==> config.mk <==
export PLATFORM = sky130hd
export DESIGN_NAME = sum_uart_tx
export DESIGN_NICKNAME = d
export VERILOG_FILES = /design/src/rtl/sum_uart_pkg.sv /design/src/rtl/uart_baud_gen.sv /design/src/rtl/sum_uart_tx.sv
export SDC_FILE = /design/constraint.sdc
export NUM_CORES = 1
export LEC_CHECK = 0
export CAP_MARGIN = 0
export CORE_MARGIN = 2
export CORE_UTILIZATION = 60
export CTS_BUF_LIST = sky130_fd_sc_hd__clkbuf_4 sky130_fd_sc_hd__clkbuf_8
export DETAILED_ROUTE_END_ITERATION = 8
export PLACE_DENSITY_LB_ADDON = 0.25
export SLEW_MARGIN = 30
export SYNTH_ARGS = -nofsm -noshare
export SYNTH_HDL_FRONTEND = slang
export SYNTH_SLANG_ARGS = --single-unit
==> constraint.sdc <==
create_clock -name clk -period 4.52 [get_ports clk]
set_input_delay 0.904 -clock clk [delete_from_list [all_inputs] [get_ports clk]]
set_output_delay 0.904 -clock clk [all_outputs]
set_load 0.01 [all_outputs]
==> src/rtl/sum_uart_pkg.sv <==
// Shared types and line-level constants for the adder-sum UART transmitter.
package sum_uart_pkg;

    typedef enum logic [2:0] {
        IDLE,
        START,
        DATA,
        PARITY,
        STOP
    } uart_state_t;

    localparam logic START_BIT  = 1'b0;
    localparam logic STOP_BIT   = 1'b1;
    localparam logic IDLE_LEVEL = 1'b1;
    localparam int   DATA_BITS  = 8;

    // Even parity: the extra bit makes the total count of ones even.
    function automatic logic even_parity(input logic [DATA_BITS-1:0] d);
        return ^d;
    endfunction

endpackage

==> src/rtl/uart_baud_gen.sv <==
// Bit-period timer: counts 0..CLKS_PER_BIT-1 and flags the last cycle of a bit.
module uart_baud_gen #(
    parameter int CLKS_PER_BIT = 434
) (
    input  logic clk,
    input  logic rst,
    input  logic restart,
    output logic tick
);

    localparam int            CW   = $clog2(CLKS_PER_BIT);
    localparam logic [CW-1:0] LAST = CW'(CLKS_PER_BIT - 1);

    logic [CW-1:0] cnt;

    assign tick = (cnt == LAST);

    // Wrap at the end of each bit; restart aligns the count to a new state.
    always_ff @(posedge clk or posedge rst) begin
        if (rst)
            cnt <= '0;
        else if (restart || tick)
            cnt <= '0;
        else
            cnt <= cnt + CW'(1);
    end

endmodule

==> src/rtl/sum_uart_tx.sv <==
// One-byte buffered 8N1 UART transmitter (optional even parity) for the adder sum.
// The chip top feeds data_in = ui_in + uio_in and routes tx to a uo_out pin.
module sum_uart_tx
    import sum_uart_pkg::*;
#(
    parameter int CLKS_PER_BIT = 434,
    parameter bit PARITY_EN    = 1'b0
) (
    input  logic       clk,
    input  logic       rst,
    input  logic [7:0] data_in,
    input  logic       valid_in,
    output logic       ready_out,
    output logic       tx,
    output logic       busy
);

    uart_state_t          state, state_nxt;
    logic [DATA_BITS-1:0] shift, shift_nxt;
    logic [2:0]           bit_idx, bit_idx_nxt;
    logic                 par_bit, par_nxt;
    logic [DATA_BITS-1:0] buf_data;
    logic                 buf_full;
    logic                 tx_q, tx_nxt;
    logic                 load;
    logic                 accept;
    logic                 tick;
    logic                 restart;

    // ready_out is the inverted buffer flag, so valid_in never reaches it.
    assign ready_out = !buf_full;
    assign accept    = valid_in && !buf_full;
    assign busy      = (state != IDLE) || buf_full;
    assign tx        = tx_q;

    // Hold the counter at zero while idle and re-zero it on every state change.
    assign restart = (state_nxt != state) || (state == IDLE);

    uart_baud_gen #(
        .CLKS_PER_BIT(CLKS_PER_BIT)
    ) u_baud (
        .clk    (clk),
        .rst    (rst),
        .restart(restart),
        .tick   (tick)
    );

    // Next-state, shifter and line-level decode; tx is looked ahead so it can be registered.
    always_comb begin
        state_nxt   = state;
        shift_nxt   = shift;
        bit_idx_nxt = bit_idx;
        par_nxt     = par_bit;
        load        = 1'b0;
        tx_nxt      = IDLE_LEVEL;

        case (state)
            IDLE: begin
                if (buf_full) begin
                    load      = 1'b1;
                    state_nxt = START;
                end
            end
            START: begin
                if (tick) begin
                    state_nxt   = DATA;
                    bit_idx_nxt = 3'd0;
                end
            end
            DATA: begin
                if (tick) begin
                    shift_nxt   = shift >> 1;
                    bit_idx_nxt = bit_idx + 3'd1;
                    if (bit_idx == 3'(DATA_BITS - 1))
                        state_nxt = PARITY_EN ? PARITY : STOP;
                end
            end
            PARITY: begin
                if (tick)
                    state_nxt = STOP;
            end
            STOP: begin
                if (tick) begin
                    if (buf_full) begin
                        // Back-to-back: straight into the next start bit.
                        load      = 1'b1;
                        state_nxt = START;
                    end else begin
                        state_nxt = IDLE;
                    end
                end
            end
            default: state_nxt = IDLE;
        endcase

        if (load) begin
            shift_nxt   = buf_data;
            par_nxt     = even_parity(buf_data);
            bit_idx_nxt = 3'd0;
        end

        case (state_nxt)
            START:   tx_nxt = START_BIT;
            DATA:    tx_nxt = shift_nxt[0];
            PARITY:  tx_nxt = par_nxt;
            STOP:    tx_nxt = STOP_BIT;
            default: tx_nxt = IDLE_LEVEL;
        endcase
    end

    // FSM, shifter and glitch-free line register; reset drops any frame in flight.
    always_ff @(posedge clk or posedge rst) begin
        if (rst) begin
            state   <= IDLE;
            shift   <= '0;
            bit_idx <= 3'd0;
            par_bit <= 1'b0;
            tx_q    <= IDLE_LEVEL;
        end else begin
            state   <= state_nxt;
            shift   <= shift_nxt;
            bit_idx <= bit_idx_nxt;
            par_bit <= par_nxt;
            tx_q    <= tx_nxt;
        end
    end

    // Single holding slot: filled on handshake, emptied when the shifter takes it.
    always_ff @(posedge clk or posedge rst) begin
        if (rst) begin
            buf_full <= 1'b0;
            buf_data <= '0;
        end else if (load) begin
            buf_full <= 1'b0;
        end else if (accept) begin
            buf_full <= 1'b1;
            buf_data <= data_in;
        end
    end

endmodule

After elaboration in Yosys (flattened, before gate mapping):

Cells that the tools add are included.

* output and inout bits: 3
* flip-flop bits (word level): 34
* input port bits: 11
* word-level logic and storage cells: 62

* multiplexer cells: 23
* bitwise operators: 1
* reduce and logical (&&, ||, !) cells: 15
* add/sub/neg operators: 2
* equality and inequality tests: 12

Operator list (count)
* $mux 3: 9
* $mux 8: 3
* $pmux 3 s5: 1
* $eq 3x2->1 const B: 4
* $add 9x1->9 const B: 1
* $eq 9x9->1 const B: 1
* $mux 9: 1
* $reduce_xor 8->1: 1
* $eq 3x1->1 const B: 2
* $eq 3x3->1 const B: 2
* $mux 1: 6
* $ne 3x2->1 const B: 2
* $pmux 3 s2: 1
* $reduce_bool 2->1: 3
* $reduce_bool 3->1: 2
* $reduce_and 2->1: 2
* $add 3x1->3 const B: 1
* $logic_not 3->1: 1
* $logic_or 1x1->1: 3
* $ne 3x3->1: 1
* $pmux 1 s3: 1
* $reduce_and 3->1: 1
* $pmux 1 s2: 1
* $logic_and 1x1->1: 1
* other kinds (2): 2

Logic depth before layout (Yosys ltp):

Gate-level depths: netlist of run 1.

* depth in word-level cells: 8
* mapped depth: 8
* depth with buffers taken out: 7

Modules after synthesis:

A second synthesis of run 1 with hierarchy kept.

* cell total of the unflattened synthesis: 157
* area total of the unflattened synthesis: 1764.2 um^2

By module, submodules not included
* sum_uart_tx: cells an instance 108, area an instance 1275.0 um^2, seq. area each 626.9 um^2, instances 1
* uart_baud_gen: cells an instance 49, area an instance 489.2 um^2, seq. area each 225.2 um^2, instances 1

Worst setup path after synthesis of run 1:

Ideal clock, no wire load.

* path type: reg2reg
* start point: reg state[0]
* end point: reg tx_q, in the netlist tx
* data arrival time: 1883 ps
* library setup time: 82 ps
* cell stages (with the launch flop): 7
* data required time: 4438 ps
* slack: 2556 ps
* buffers on the path: 1
* clock period less this slack: 1964 ps
* cell sequence: dfrtp_1 > buf_6 > or3b_4 > nor3_4 > mux2_4 > mux2_4 > a2bb2oi_2

* elaborated cells between the ends (all ways): 20
* classes of those cells: 7 x eq/ne; 12 x mux; 1 x reduce/logical

RTL lines
* start, declared: RTL line sum_uart_tx.sv:18 `uart_state_t state, state_nxt;`
* start signal, assigned: RTL line sum_uart_tx.sv:120 `state <= state_nxt;`
* $eq 3x3->1, or another cell as far along: RTL line sum_uart_tx.sv:57 `case (state)`
* $pmux 1 s2 / $mux 8 (equally long branches): RTL line sum_uart_tx.sv:57
* $mux 8 (*): RTL line sum_uart_tx.sv:96 `if (load) begin`
* via shift_nxt[0]: RTL line sum_uart_tx.sv:19 `logic [DATA_BITS-1:0] shift, shift_nxt;`
* $pmux 1 s3 (*): RTL line sum_uart_tx.sv:102 `case (state_nxt)`
* via tx_nxt: RTL line sum_uart_tx.sv:24 `logic tx_q, tx_nxt;`
* end signal, assigned: RTL line sum_uart_tx.sv:124 `tx_q <= tx_nxt;`
* end, declared: RTL line sum_uart_tx.sv:24

The timed path passes the listed nets; every way through them passes the cells marked *. The select of a mux whose other input is x is not followed.
A chain may end at the register's enable or synchronous reset.

Worst setup path in the final report of run 1:

* start point: reg state[0]
* end point: out busy

* longest elaborated chain between the ends: 2

RTL lines
* $reduce_bool 3->1: RTL line sum_uart_tx.sv:33 `assign busy = (state != IDLE) || buf_full;`
* $logic_or 1x1->1: RTL line sum_uart_tx.sv:33
* end, declared: RTL line sum_uart_tx.sv:15 `output logic busy`

No other way between the ends.

==> flow_metrics.py, run 1 <==
metrics = {
    "flow_run": {
        "maxCapViolations": 0,
    },
    "timing": {
        "fmax_mhz": 384,
        "fin_tns_setup_ps": 0,
        "tightest_slew_ps": 743,
        "maxSlewHeadroom_pct": 50.1,
        "setup_slack_ps": 1920,
        "fin_skew_ps": 9.43,
        "fin_crit_ps": 2600,
        "setup_viol": 0,
        "rsz0062_at_grt": "no",
        "slew_viol_final": 0,
        "post-route-period-util_pct": 57.6,
        "hold_viol_final": 0,
    },
    "route": {
        "drtAntennaViolNets": 0,
        "viasPerCell": 5.83,
        "wl_um": 3080,
        "drc_errors": 0,
        "drt-pass1-iter-count": 4,
        "drtIter0Drc": 24,
        "wire_per_inst_um": 15.6,
        "via_count": 1154,
    },
    "pwr": {
        "ir_drop_mv": 0.454,
        "power.leakage_uw": 0.000870,
        "power.density_nw_per_um2": 537,
    },
    "place": {
        "port_buffers": 13,
        "place_ws_ps": 2060,
        "hpwl_um": 2270,
        "place_congestion": 0.817,
    },
    "critical_path": {
        "cp-end-kind": "output pin",
        "critPathArrivalTime_ps": 1700,
        "crit_path_start_kind": "flop",
        "crit_type": "reg2out",
        "crit_fanout": 10,
        "required_ps": 3620,
    },
    "clocking": {
        "cts.reportedPaths.clkPinSlew_ps": 110,
        "cts_buffers": 5,
        "hold_buffers": 0,
        "tritoncts": "yes",
        "cts-htree-levels": 2,
        "post_cts_buffers": 0,
        "clkLatencyLatePin_ps": 330,
        "clk_path_buf_depth": 2,
        "ctsResizeCount": 0,
        "ctsRootBufferMaster": "clkbuf_4",
        "cts.sinks": 34,
    },
    "yosys": {
        "syn_nets": 163,
        "synth-edff-count": 0,
        "synthTopCellsByArea": "dfrtp_1 (49%), mux2_2 (6.0%), xnor2_1 (5.7%)",
        "postSynthAreaPerCell_sq_um": 11.4,
        "synthFlopType": "dfrtp_1",
        "netlist_instances": 148,
        "yosys_warnings": 0,
        "netlist_area_sq_um": 1690,
        "synthArstFlopShare_pct": 100,
        "synth_top_area_share_pct": 48.8,
        "yosysUniqueCellTypes": 35,
        "ys_ff_latch": 34,
        "synth_top_area_cell": "dfrtp_1",
        "synth-seq-area-share_pct": 50.3,
    },
    "die": {
        "core_sq_um": 2710,
        "die_w_um": 57.1,
        "ios": 14,
        "start_util_pct": 62.5,
        "die_area_sq_um": 3260,
        "die_h_um": 57.1,
        "row_count": 19,
    },
    "outcome": {
        "status": "completed",
    },
    "global_routing": {
        "grt_pass1_vias": 1173,
        "grt_start_max_net_pins": 19,
        "antenna_found_initial": 0,
        "gr-total-overflow": 0,
        "grt_use_total_pct": 21.4,
        "grt_first_pass_wirelength_um": 5370,
    },
    "cells_and_area": {
        "syn_to_final_growth_pct": 12.6,
        "fill_cells": 218,
        "diodes": 0,
        "final_nets": 181,
        "drive_gt1_share_pct": 19.8,
        "final_cell_mix": "dfrtp_1 (33), nor2_1 (18), clkdlybuf4s50_1 (13), xnor2_1 (11), nand2_1 (10)",
        "final_common_cell": "dfrtp_1",
    },
    "worst_hold_path": {
        "hp-class": "reg2reg",
    },
}
## worst max-delay path, cell delays in order (launching register included)
cell and delay (ps):
dfrtp_1 520, nor2_1 270, nand3_1 100, clkdlybuf4s50_1 480
## registers in the layout, summed over array words and instances, names as in the netlist
name / cells
bit_idx: 3
buf_data: 8
buf_full: 1
par_bit: 1
shift: 8
state: 3
tx: 1
u_baud.cnt: 9
## per-layer routing
layer / share of wire (%) / GRT usage [%]
met1: 49 / 29.8
met2: 46 / 32.5
met3: 3.2 / 4.76
met4: 1.2 / 8.97
met5: 0 / 0
## power breakdown
part	internal (uW)	switching, uW	total [uW]	leakage, uW
Combinational	200	131	330	0.000410
Clock	81.4	104	185	0.0000387
Sequential	409	99.8	508	0.000421
Total	690	334	1020	0.000870
## logic make-up (layout without fill, tap and decap cells)
| family | after synthesis | in the layout | synth area share, % |
|---|---|---|---|
| AOI/OAI and AO/OA | 28 | 28 | 12.6 |
| xor gates and xnor gates | 14 | 14 | 7.24 |
| adders and majority gates | 4 | 4 | 2.96 |
| buffers and inverters | 10 | 29 | 3.10 |
| DFF | 34 | 34 | 50.3 |
| muxes | 13 | 13 | 8.94 |
| and+or+nand+nor | 45 | 45 | 14.9 |
## worst paths after layout
kind / start / endpoint / slack (ps) / depth (start not counted)
hold / removal: shift[4]$_DFFE_PP0P_ / shift[4]$_DFFE_PP0P_ / 490 / 1
min in group asynchronous: rst / buf_data[0]$_DFFE_PP0P_ / 940 / 2
max in group asynchronous: rst / tx$_DFF_PP1_ / 2850 / 3
setup / recovery: state[0]$_DFF_PP0_ / busy / 1920 / 3
setup reg to reg: u_baud.cnt[1]$_DFF_PP0_ / shift[4]$_DFFE_PP0P_ / 2230 / 7
hold reg to reg: shift[4]$_DFFE_PP0P_ / shift[4]$_DFFE_PP0P_ / 490 / 1
## cell usage after synthesis, types with 3 or more instances
| cell | instances |
|---|---|
| dfrtp_1 | 33 |
| nor2_1 | 18 |
| xnor2_1 | 11 |
| nand2_1 | 10 |
| mux2_2 | 9 |
| inv_1 | 7 |
| a21o_1 | 6 |
| a22o_2 | 6 |
| o21ai_0 | 6 |
| nand3_1 | 5 |
| a21oi_1 | 4 |
| ha_1 | 4 |
| xor2_1 | 3 |
## layout make-up
type	instances	area (sq um)	share of cell area (%)
clock buffer	7	58.8	3.08
clock inverter	1	5.00	0.262
inverter	7	26.3	1.38
multi-input combinational	104	788	41.3
sequential	34	852	44.7
tap	31	38.8	2.03
timing repair buffer	14	138	7.22
## metrics by stage
step	hold slack, ps	utilization, %	std cells	power [uW]	instance area (sq um)
detailed placement	470	68.0	190	845	1840
global route	520	70.4	198	1090	1910
CTS	494	70.4	198	1020	1910
global placement	461	68.0	190	822	1840
finish	493	70.4	198	1020	1910
floorplan	449	-	148	768	1690
No activity file was read; power rests on OpenSTA's default activity.
==> run 2: changes to the inputs <==
- CORE_UTILIZATION: 60 -> 54
- clock period: 4.52 -> 2.14 ns (I/O delays scaled with it)
==> run 2 against run 1 <==
Combinational power rose by 120%; design area increased by 2.1%; register-to-register slack worse by 2100 ps; critical path type is now reg2reg; largest power group unchanged.
==> flow_metrics.py, run 2 (synthesis results as in run 1) <==
metrics = {
    "clocking": {
        "ctsRootBufferMaster": "clkbuf_4",
        "clkLatencyLatePin_ps": 330,
        "cts_buffers": 5,
        "clk_path_buf_depth": 2,
        "tritoncts": "yes",
        "hold_buffers": 0,
        "cts-htree-levels": 2,
        "cts.sinks": 34,
        "cts.reportedPaths.clkPinSlew_ps": 100,
    },
    "die": {
        "die_w_um": 60.0,
        "die_h_um": 60.0,
        "core_sq_um": 3030,
        "die_area_sq_um": 3600,
        "row_count": 20,
        "ios": 14,
        "start_util_pct": 55.9,
    },
    "critical_path": {
        "cp-end-kind": "flop",
        "crit_type": "reg2reg",
        "cp-startpoint": "state[1]$_DFF_PP0_",
        "critPathArrivalTime_ps": 2240,
        "timing.rr.start": "state[1]$_DFF_PP0_",
        "required_ps": 2410,
        "rrSetupSlack_ps": 170,
        "crit_path_start_kind": "flop",
        "reg2reg_to": "tx$_DFF_PP1_",
        "reg2reg_depth": 5,
        "crit_fanout": 6,
    },
    "route": {
        "wl_um": 2990,
        "wire_per_inst_um": 14.0,
        "viasPerCell": 5.46,
        "via_count": 1168,
        "drc_errors": 0,
        "drtAntennaViolNets": 0,
        "drt-pass1-iter-count": 4,
        "drtIter0Drc": 78,
    },
    "global_routing": {
        "gr-total-overflow": 0,
        "grt_start_max_net_pins": 35,
        "grt_use_total_pct": 19.1,
        "grt_first_pass_wirelength_um": 4910,
        "grt_pass1_vias": 1089,
        "antenna_found_initial": 0,
    },
    "timing": {
        "fmax_mhz": 507,
        "tightest_slew_ps": 425,
        "fin_skew_ps": 14.5,
        "post-route-period-util_pct": 92.1,
        "maxSlewHeadroom_pct": 71.6,
        "slew_viol_final": 0,
        "fin_tns_setup_ps": 0,
        "setup_viol": 0,
        "hold_viol_final": 0,
        "fin_crit_ps": 1970,
        "rsz0062_at_grt": "no",
    },
    "pwr": {
        "power.density_nw_per_um2": 1090,
        "ir_drop_mv": 0.715,
        "p_total_uw": 2120,
        "power.leakage_uw": 0.000879,
    },
    "cells_and_area": {
        "top_regs": "u_baud.cnt x9, buf_data x8, shift x8",
        "top_register": "u_baud.cnt",
        "final_cell_mix": "dfrtp_1 (33), nor2_1 (17), clkdlybuf4s50_1 (12), xnor2_1 (11), nand2_1 (10)",
        "final_nets": 185,
        "syn_to_final_growth_pct": 15.0,
        "drive_gt1_share_pct": 21.8,
        "final_common_cell": "dfrtp_1",
        "fill_cells": 249,
        "largest_reg_flops": 9,
        "diodes": 0,
    },
    "outcome": {
        "status": "completed",
    },
    "place": {
        "port_buffers": 13,
        "hpwl_um": 2260,
        "place_congestion": 0.827,
    },
    "flow_run": {
        "maxCapViolations": 0,
    },
    "worst_hold_path": {
        "hp-class": "in2async",
    },
}
run 2: repair_timing:
action / 4_1_cts / 5_1_grt
resized for setup: 0 / 2
endpoints found under the setup margin: 0 / 1
buffers inserted: 0 / 0
run 2: worst max-delay path: stages, from the launching register on:
cell and delay (ps):
dfrtp_1 530, or3b_4 450, nor3_4 170, mux2_4 330, mux2_4 280, a2bb2oi_2 160
run 2: cell type report:
type | instances | area (sq um) | area share (%)
clock buffers | 6 | 45.0 | 2.31
inverters | 7 | 26.3 | 1.35
multi-input cells | 104 | 791 | 40.6
flip-flops and latches | 34 | 852 | 43.8
clock inverters | 1 | 7.51 | 0.386
repair buffers | 18 | 170 | 8.74
well taps | 44 | 55.1 | 2.83
run 2: worst max path at each step:
stage                           end  slack [ps]
6_report               tx$_DFF_PP1_         170
5_1_grt                tx$_DFF_PP1_          80
4_1_cts                        busy          10
3_5_place_dp   shift[6]$_DFFE_PP0P_         200
3_3_place_gp           tx$_DFF_PP1_         260
2_1_floorplan          tx$_DFF_PP1_         180
run 2: metrics by stage:
step	util [%]	worst slack (ps)	area, sq um	hold WS (ps)	std cells
3_3_place_gp	62.4	262	1890	462	207
4_1_cts	64.1	10.4	1940	481	214
3_5_place_dp	62.4	204	1890	472	207
5_1_grt	64.3	76.0	1950	518	214
6_report	64.3	168	1950	480	214
2_1_floorplan	-	176	1690	449	148
run 2: where the power goes:
group / leakage, uW / total, uW / internal [uW] / switching (uW)
Sequential: 0.000421 / 1060 / 864 / 196
Clock: 0.0000278 / 339 / 135 / 204
Combinational: 0.000430 / 718 / 430 / 289
Total: 0.000879 / 2120 / 1430 / 688
run 2: layer usage:
metal  track usage, %  wire length [um]  up-vias
met1             25.1              1390      569
met5                0                 0        -
met4             7.62                52        0
met3             5.84               123        6
li1                 -                 -      563
met2             29.5              1430       30
==> run 3: changes to the inputs <==
- CORE_MARGIN: 2 -> not set
- HOLD_SLACK_MARGIN: not set -> 0.03
==> run 3 against run 2 <==
Power up 1.1%; clock skew shrank 1.6 ps; the flow now finishes with violations (design-rule violations); die area decreased by 6.6%; setup slack lost 90 ps; first-iteration DRC count decreased by 55%; critical path type is now reg2out; largest cell class unchanged; highest routed layer unchanged; flip-flop and latch count is the same; sequential power about the same; count of clock-buffer cells in the layout rose by 1; combinational power barely moved; non-clock buffer count is the same; hold slack worse by 3.8 ps.
==> flow_metrics.py, run 3 (synthesis results as in run 1) <==
metrics = {
    "global_routing": {
        "antenna_found_initial": 0,
        "met1_usage_pct": 28.4,
        "grt_first_pass_wirelength_um": 5150,
        "grt_pass1_vias": 1143,
        "gr-total-overflow": 0,
        "grtUsageMet2_pct": 32.2,
        "grt_start_max_net_pins": 35,
        "busiest_layer": "met2",
        "grt_use_total_pct": 20.9,
        "met3_usage_pct": 4.69,
    },
    "critical_path": {
        "crit_path_start_kind": "flop",
        "slowest_stage": "clkdlybuf4s50_1",
        "crit_fanout": 9,
        "crit_type": "reg2out",
        "critPathArrivalTime_ps": 1630,
        "slowest_delay_ps": 490,
        "cp-end-kind": "output pin",
        "crit_chain": "buf_4, nor2_2, nand3_1, clkdlybuf4s50_1",
        "required_ps": 1710,
    },
    "cells_and_area": {
        "final_common_cell": "dfrtp_1",
        "seqCellArea_sq_um": 852,
        "largest_reg_flops": 9,
        "multiInputGateArea_sq_um": 791,
        "design_area_sq_um": 1940,
        "drive_gt1_share_pct": 22.2,
        "final_cell_mix": "dfrtp_1 (33), nor2_1 (17), clkdlybuf4s50_1 (13), xnor2_1 (11), nand2_1 (10)",
        "top_regs": "u_baud.cnt x9, buf_data x8, shift x8",
        "syn_to_final_growth_pct": 14.3,
        "final_nets": 185,
        "fill_cells": 240,
        "diodes": 0,
        "top_register": "u_baud.cnt",
    },
    "outcome": {
        "status": "finished, violations left",
        "violations": "design-rule violations",
    },
    "timing": {
        "rsz0062_at_grt": "no",
        "maxSlewHeadroom_pct": 70.4,
        "fin_skew_ps": 13.0,
        "post-route-period-util_pct": 96.4,
        "fin_crit_ps": 2060,
        "fin_tns_setup_ps": 0,
        "fmax_mhz": 485,
        "slew_viol_final": 0,
        "hold_viol_final": 0,
        "tightest_slew_ps": 440,
        "setup_viol": 0,
    },
    "die": {
        "die_area_sq_um": 3360,
        "die_w_um": 58.0,
        "core_sq_um": 2850,
        "row_count": 19,
        "ios": 14,
        "start_util_pct": 59.3,
        "die_h_um": 58.0,
    },
    "pwr": {
        "power.leakage_uw": 0.000883,
        "power.density_nw_per_um2": 1110,
        "p_total_uw": 2140,
        "p_clk_share_pct": 16.7,
        "p_sw_uw": 691,
        "switching_share_pct": 32.3,
        "seqPwrFrac_pct": 49.9,
        "ir_drop_mv": 0.701,
        "power_frac_comb_pct": 33.4,
        "power.internal_uw": 1450,
    },
    "route": {
        "via_count": 1134,
        "wire_per_inst_um": 14.7,
        "drtAntennaViolNets": 0,
        "drt-pass1-iter-count": 6,
        "wl_um": 2970,
        "drc_errors": 1,
        "drtIter0Drc": 35,
        "viasPerCell": 5.61,
    },
    "clocking": {
        "cts-htree-levels": 2,
        "tritoncts": "yes",
        "ctsRootBufferMaster": "clkbuf_4",
        "clkLatencyLatePin_ps": 330,
        "cts_buffers": 5,
        "cts.reportedPaths.clkPinSlew_ps": 100,
        "clk_path_buf_depth": 2,
        "cts.sinks": 34,
    },
    "place": {
        "hpwl_um": 2260,
        "dpl_cell_area_sq_um": 1870,
        "place_congestion": 0.913,
        "port_buffers": 13,
    },
    "flow_run": {
        "maxCapViolations": 0,
    },
    "worst_hold_path": {
        "hp-class": "in2async",
    },
}
==> run 3: cell count changes in the layout (fill, tap and decap cells not counted), sizes merged <==
cell,before,now
clkbuf,6,7
clkdlybuf4s50,12,13
dlymetal6s2s,1,0
==> run 3: what timing repair did <==
action / CTS / global route
buffers inserted: 0 / 0
setup endpoints to repair: 0 / 1
hold buffers: 0 / 0
gates resized for setup: 0 / 1
==> run 3: final cells by class <==
cell class	count	area share [%]
Clock buffer	7	2.71
Clock inverter	1	0.388
Inverter	7	1.36
Multi-Input combinational cell	104	40.9
Sequential cell	34	44.0
Tap cell	31	2.00
Timing Repair Buffer	18	8.66
==> run 3: through the flow <==
stage	instances	hold slack (ps)	setup slack (ps)	util (%)
after global routing	202	512	2.74	67.9
after floorplan	148	449	176	-
final	202	476	77.9	67.9
after CTS	202	476	11.9	67.8
after global placement	194	461	235	65.7
after detailed placement	194	475	186	65.7
==> run 3: final timing paths <==
check,from,to,slack [ps],cells after the start
min in group clk,shift[5]$_DFFE_PP0P_,shift[5]$_DFFE_PP0P_,490,1
setup / recovery,state[0]$_DFF_PP0_,busy,80,4
setup reg to reg,u_baud.cnt[1]$_DFF_PP0_,tx$_DFF_PP1_,150,7
max in group asynchronous,rst,tx$_DFF_PP1_,1340,3
hold reg to reg,shift[5]$_DFFE_PP0P_,shift[5]$_DFFE_PP0P_,490,1
hold / removal,rst,buf_data[3]$_DFFE_PP0P_,480,3
==> run 3: per-layer routing <==
metal / up-vias / wire [um]
li1: 560 / -
met1: 545 / 1420
met2: 22 / 1390
met3: 7 / 99
met4: 0 / 63
met5: - / 0
==> run 3: worst max-delay path: cells and delay by family (launching register included) <==
family	cells	cell delay (ps)
buf+inv	2	670
flops	1	390
simple gates	2	240
==> run 3: power by group through the flow <==
| stage | Clock (uW) | Combinational (uW) | Sequential, uW |
|---|---|---|---|
| floorplan | 0 | 608 | 1010 |
| global placement | 0 | 692 | 1060 |
| detailed placement | 0 | 717 | 1080 |
| CTS | 374 | 722 | 1070 |
| global route | 401 | 794 | 1100 |
| finish | 358 | 715 | 1070 |
==> edit 1, RTL diff (config.mk and constraints of run 3) <==
Make the reset (`rst`) synchronous in 3 clocked blocks.
--- a/src/rtl/uart_baud_gen.sv
+++ b/src/rtl/uart_baud_gen.sv
@@ -17,5 +17,5 @@
 
     // Wrap at the end of each bit; restart aligns the count to a new state.
-    always_ff @(posedge clk or posedge rst) begin
+    always_ff @(posedge clk) begin
         if (rst)
             cnt <= '0;
--- a/src/rtl/sum_uart_tx.sv
+++ b/src/rtl/sum_uart_tx.sv
@@ -110,5 +110,5 @@
 
     // FSM, shifter and glitch-free line register; reset drops any frame in flight.
-    always_ff @(posedge clk or posedge rst) begin
+    always_ff @(posedge clk) begin
         if (rst) begin
             state   <= IDLE;
@@ -127,5 +127,5 @@
 
     // Single holding slot: filled on handshake, emptied when the shifter takes it.
-    always_ff @(posedge clk or posedge rst) begin
+    always_ff @(posedge clk) begin
         if (rst) begin
             buf_full <= 1'b0;
Behaviour: differs if rst is asserted again (counterexample within 4 cycles, from zero or initial values and one cycle with rst high); with rst held inactive, the same outputs for 10 cycles.
==> edit 1 against run 3 <==
The run still ends with design-rule violations left. Utilization down 2.9 points. Cell area down 5.9%. Routed wire length up 8.4%. Largest cell class is now multi-input gates. Synthesized area down 4.4%. Synthesized cell count up 22%. Cell count up 11%. Worst setup slack better by 0.024 ns. Via count up 15%. Sequential cell count unchanged.
Power is not compared: it rests on default switching activity, and its combinational part moved more than twofold at a synthesized area within 25%.
==> edit 1: results (changes against run 3) <==
Netlist cell types=40 (+14%); Critical Path AT=1.61 ns (-0.02 ns); outcome=complete, but fails checks; mux share of post-synthesis cell area=4.946% (-4.0 points); # DRC=2 (+1); largest net degree at the start of global routing=25 (-29%); CP startpoint=state[2]$_SDFF_PP0_; DP Cell Count=218 (+12%); CTS H-tree lvls=2 (unchanged); hpwl dp=2.344 mm (+4.0%); worst relative slew slack=75.43% (+5.0 points); Lkg Pwr=0.6666 nW; Filler cells=242 (+0.83%); via count normalized by instance count=5.782 (+3.0%); failing checks=design-rule violations; WL final=3.218 mm (+8.4%); area of placed instances=1738 um2 (-7.2%); setup tns final=0 ns (unchanged); reg2reg start=u_baud.cnt[0]$_SDFF_PP0_; Post-Synthesis Cells=181 (+22%); Routability Congestion=0.8104 (-11%); Compound-Gate Fraction of Synth Area=11.82% (-0.74 points); cts bufs inserted=5 (unchanged); Synth Area in Adders=3.091% (+0.13 points); Total GRT Usage=23.07% (+2.2 points); Worst-Skew Late Latency=0.34 ns; final setup margin=0.1021 ns (+0.02424 ns); HP Class=flip-flop to flip-flop; synth top area cells=dfxtp_1, nor2_1, xnor2_1, mux2i_1, nand2_1; kind of cell adding the most delay to the critical path=buffers and inverters; worst slew pin tran=0.3686 ns (-0.07149 ns); crit-path max cell delay=0.53 ns (+0.04 ns); share of cells above drive strength 1=10.31% (-12 points); clk_skew=0.01054 ns (-0.002417 ns); top flop regs=u_baud.cnt: 9 flops, buf_data: 8 flops, shift: 8 flops; first-pass GRT wire length=5.733 mm (+11%); YS warnings=0 (unchanged); Place WS=0.3796 ns (+0.1935 ns); Syn Nets=196 (+20%); XOR/XNOR share of the synthesized area=8.114% (+0.87 points); Seq/Total Area, Yosys=42.04% (-8.3 points); maximum fanout along the worst path=6 (-3); FFs w/ async S/R, synth=0% (-100 points); number of global-route vias before repair=1,373 (+20%); Post-synth top cells=nor2_1, dfxtp_1, nand2_1; Critical R2R Capture=tx$_SDFF_PP1_; Final nets=209 (+13%); Critical Path Sink=busy; initial DRC count=45 (+29%); R2R depth=6 (-1); Clock transition at path regs=0.11 ns; worst hold margin=0.4823 ns (+0.006567 ns); hold depth=2; routed len/inst=14.30 um (-2.7%); VDD IR max=0.4911 mV
edit 1: area by class of cell:
type                       instances  area (um2)  share of cell area (%)
tap                               31       38.79                   2.129
sequential                        34       683.2                   37.50
timing repair buffer              15       145.1                   7.967
clock buffer                       6       51.30                   2.816
inverter                           3       11.26                  0.6181
multi-input combinational        135       862.1                   47.32
clock inverter                     1       30.03                   1.648
edit 1: worst min-delay path: stages (launching register included):
cell and delay (ns):
dfxtp_1 0.32, nand2_1 0.05, a311oi_1 0.07
edit 1: what timing repair did:
item,4_1_cts,5_1_grt
resized for setup,0,2
hold buffers,0,0
setup endpoints to repair,0,1
edit 1: power breakdown:
part           internal, mW  total, mW  switching (mW)
combinational        0.0863      0.169          0.0830
sequential            0.665      0.694          0.0285
clock                 0.272      0.487           0.215
edit 1: routing by layer:
layer	vias to the layer above	share of wire, %	track usage (%)
li1	652	-	-
met4	0	1.6	11.85
met1	617	48	29.97
met3	9	4.1	6.452
met2	23	46	34.86
met5	-	0	0
==> edit 2, RTL diff (config.mk and constraints of run 3) <==
Made on the original files. `CLKS_PER_BIT` is set to 434 in 2 places; all go to 868.
--- a/src/rtl/uart_baud_gen.sv
+++ b/src/rtl/uart_baud_gen.sv
@@ -1,5 +1,5 @@
 // Bit-period timer: counts 0..CLKS_PER_BIT-1 and flags the last cycle of a bit.
 module uart_baud_gen #(
-    parameter int CLKS_PER_BIT = 434
+    parameter int CLKS_PER_BIT = 868
 ) (
     input  logic clk,
--- a/src/rtl/sum_uart_tx.sv
+++ b/src/rtl/sum_uart_tx.sv
@@ -4,5 +4,5 @@
     import sum_uart_pkg::*;
 #(
-    parameter int CLKS_PER_BIT = 434,
+    parameter int CLKS_PER_BIT = 868,
     parameter bit PARITY_EN    = 1'b0
 ) (
Behaviour: no difference found for any inputs over 10 cycles, from zero or initial values and one cycle with rst high; that may be too few to reach the edited logic, so the function may still have changed.
==> edit 2 against run 3 <==
Register-to-register slack about the same. Fmax is 1.1% higher. Sequential cell count rose by 1. Cell area grew 7.0%. Worst setup slack improved by 0.022 ns. Cell count rose by 13%. Routed wire length is 13% higher. Power is 7.2% higher. Synthesized area increased by 5.8%. Critical path type unchanged. Largest cell class unchanged.
==> edit 2: results (changes against run 3) <==
outcome=completed; Seq/Total Area, Yosys=48.99% (-1.3 points); worst relative slew slack=71.02% (+0.58 points); VDD IR max=0.7475 mV (+6.6%); clk_skew=0.004487 ns (-0.008467 ns); Post-synth top cells=dfrtp_1, nor2_1, nand2_1, xnor2_1, mux2_2; initial DRC count=57 (+63%); first-pass GRT wire length=5.816 mm (+13%); largest net degree at the start of global routing=36 (+2.9%); DR pass1 iterations=4 (-2); Place WS=0.1626 ns (-0.02352 ns); Critical Path AT=1.61 ns (-0.02 ns); setup tns final=0 ns (unchanged); Total GRT Usage=22.84% (+2.0 points); share of cells above drive strength 1=20.65% (-1.6 points); area of placed instances=1982 um2 (+5.8%); Syn Nets=175 (+7.4%); top flop regs=u_baud.cnt: 10 flops, buf_data: 8 flops, shift: 8 flops; Worst-Skew Late Latency=0.34 ns; slowest CP cell=dfrtp_2; WL final=3.354 mm (+13%); Lkg Pwr=0.9476 nW (+7.3%); Netlist cell types=43 (+23%); final setup margin=0.1001 ns (+0.02220 ns); Switching Fraction=31.51% (-0.77 points); Routability Congestion=0.8435 (-7.6%); hpwl dp=2.478 mm (+9.9%); synth top area cells=dfrtp_1, xnor2_1, mux2_2, nor2_1, a22o_1; via count normalized by instance count=5.465 (-2.7%)
edit 2: cell type report:
cell class | instances | area [um2]
fill | 260 | 1031
sequential | 35 | 878.3
multi-input combinational | 114 | 835.8
timing repair buffer | 22 | 197.7
tap | 44 | 55.05
clock buffer | 6 | 51.30
clock inverter | 2 | 35.03
inverter | 5 | 18.77
edit 2: cells by family after synthesis:
logic type / after synthesis / share of synthesized area (%)
mux: 10 / 6.709
compound gates: 31 / 12.58
xor+xnor: 16 / 7.826
buf+inv: 12 / 4.473
fa+ha+maj: 3 / 2.097
simple gates: 54 / 17.33
flops: 35 / 48.99
edit 2: layer usage:
| metal | GRT usage, % | vias up | wire [um] |
|---|---|---|---|
| met2 | 37.56 | 31 | 1708 |
| met4 | 9.302 | 0 | 55 |
| met5 | 0 | - | 0 |
| li1 | - | 608 | - |
| met3 | 6.987 | 7 | 143 |
| met1 | 28.00 | 600 | 1448 |
edit 2: what timing repair did:
item	4_1_cts	5_1_grt
setup buffers	0	0
gates resized for setup	1	1
setup endpoints to repair	1	1
gates cloned	0	0
edit 2: power groups by stage:
stage	Sequential (mW)	Combinational, mW	Clock, mW
final	1.09	0.707	0.500
after global routing	1.12	0.788	0.535
after CTS	1.09	0.716	0.511
after detailed placement	1.10	0.710	0
after global placement	1.09	0.671	0
after floorplan	1.04	0.580	0
edit 2: worst paths after layout:
path,start,endpoint,cells past startpoint
min reg2reg,u_baud.cnt[0]$_DFF_PP0_,u_baud.cnt[0]$_DFF_PP0_,1
max in group asynchronous,rst,tx$_DFF_PP1_,3
min,rst,shift[3]$_DFFE_PP0P_,3
max,state[0]$_DFF_PP0_,busy,3
max reg2reg,u_baud.cnt[0]$_DFF_PP0_,tx$_DFF_PP1_,6
min in group clk,u_baud.cnt[0]$_DFF_PP0_,u_baud.cnt[0]$_DFF_PP0_,1
edit 2: stage by stage:
step                      std cells  hold WS (ns)
after global routing            228        0.5032
after floorplan                 161        0.4493
final                           228        0.4754
after detailed placement        220        0.4652
after CTS                       228        0.4855
after global placement          220        0.4605
edit 2: worst max-delay path: cells and delay by family (launching register included):
family,cells,cell delay [ns]
flip-flops,1,0.49
buffers and inverters,1,0.48
AND/OR/NAND/NOR,2,0.30
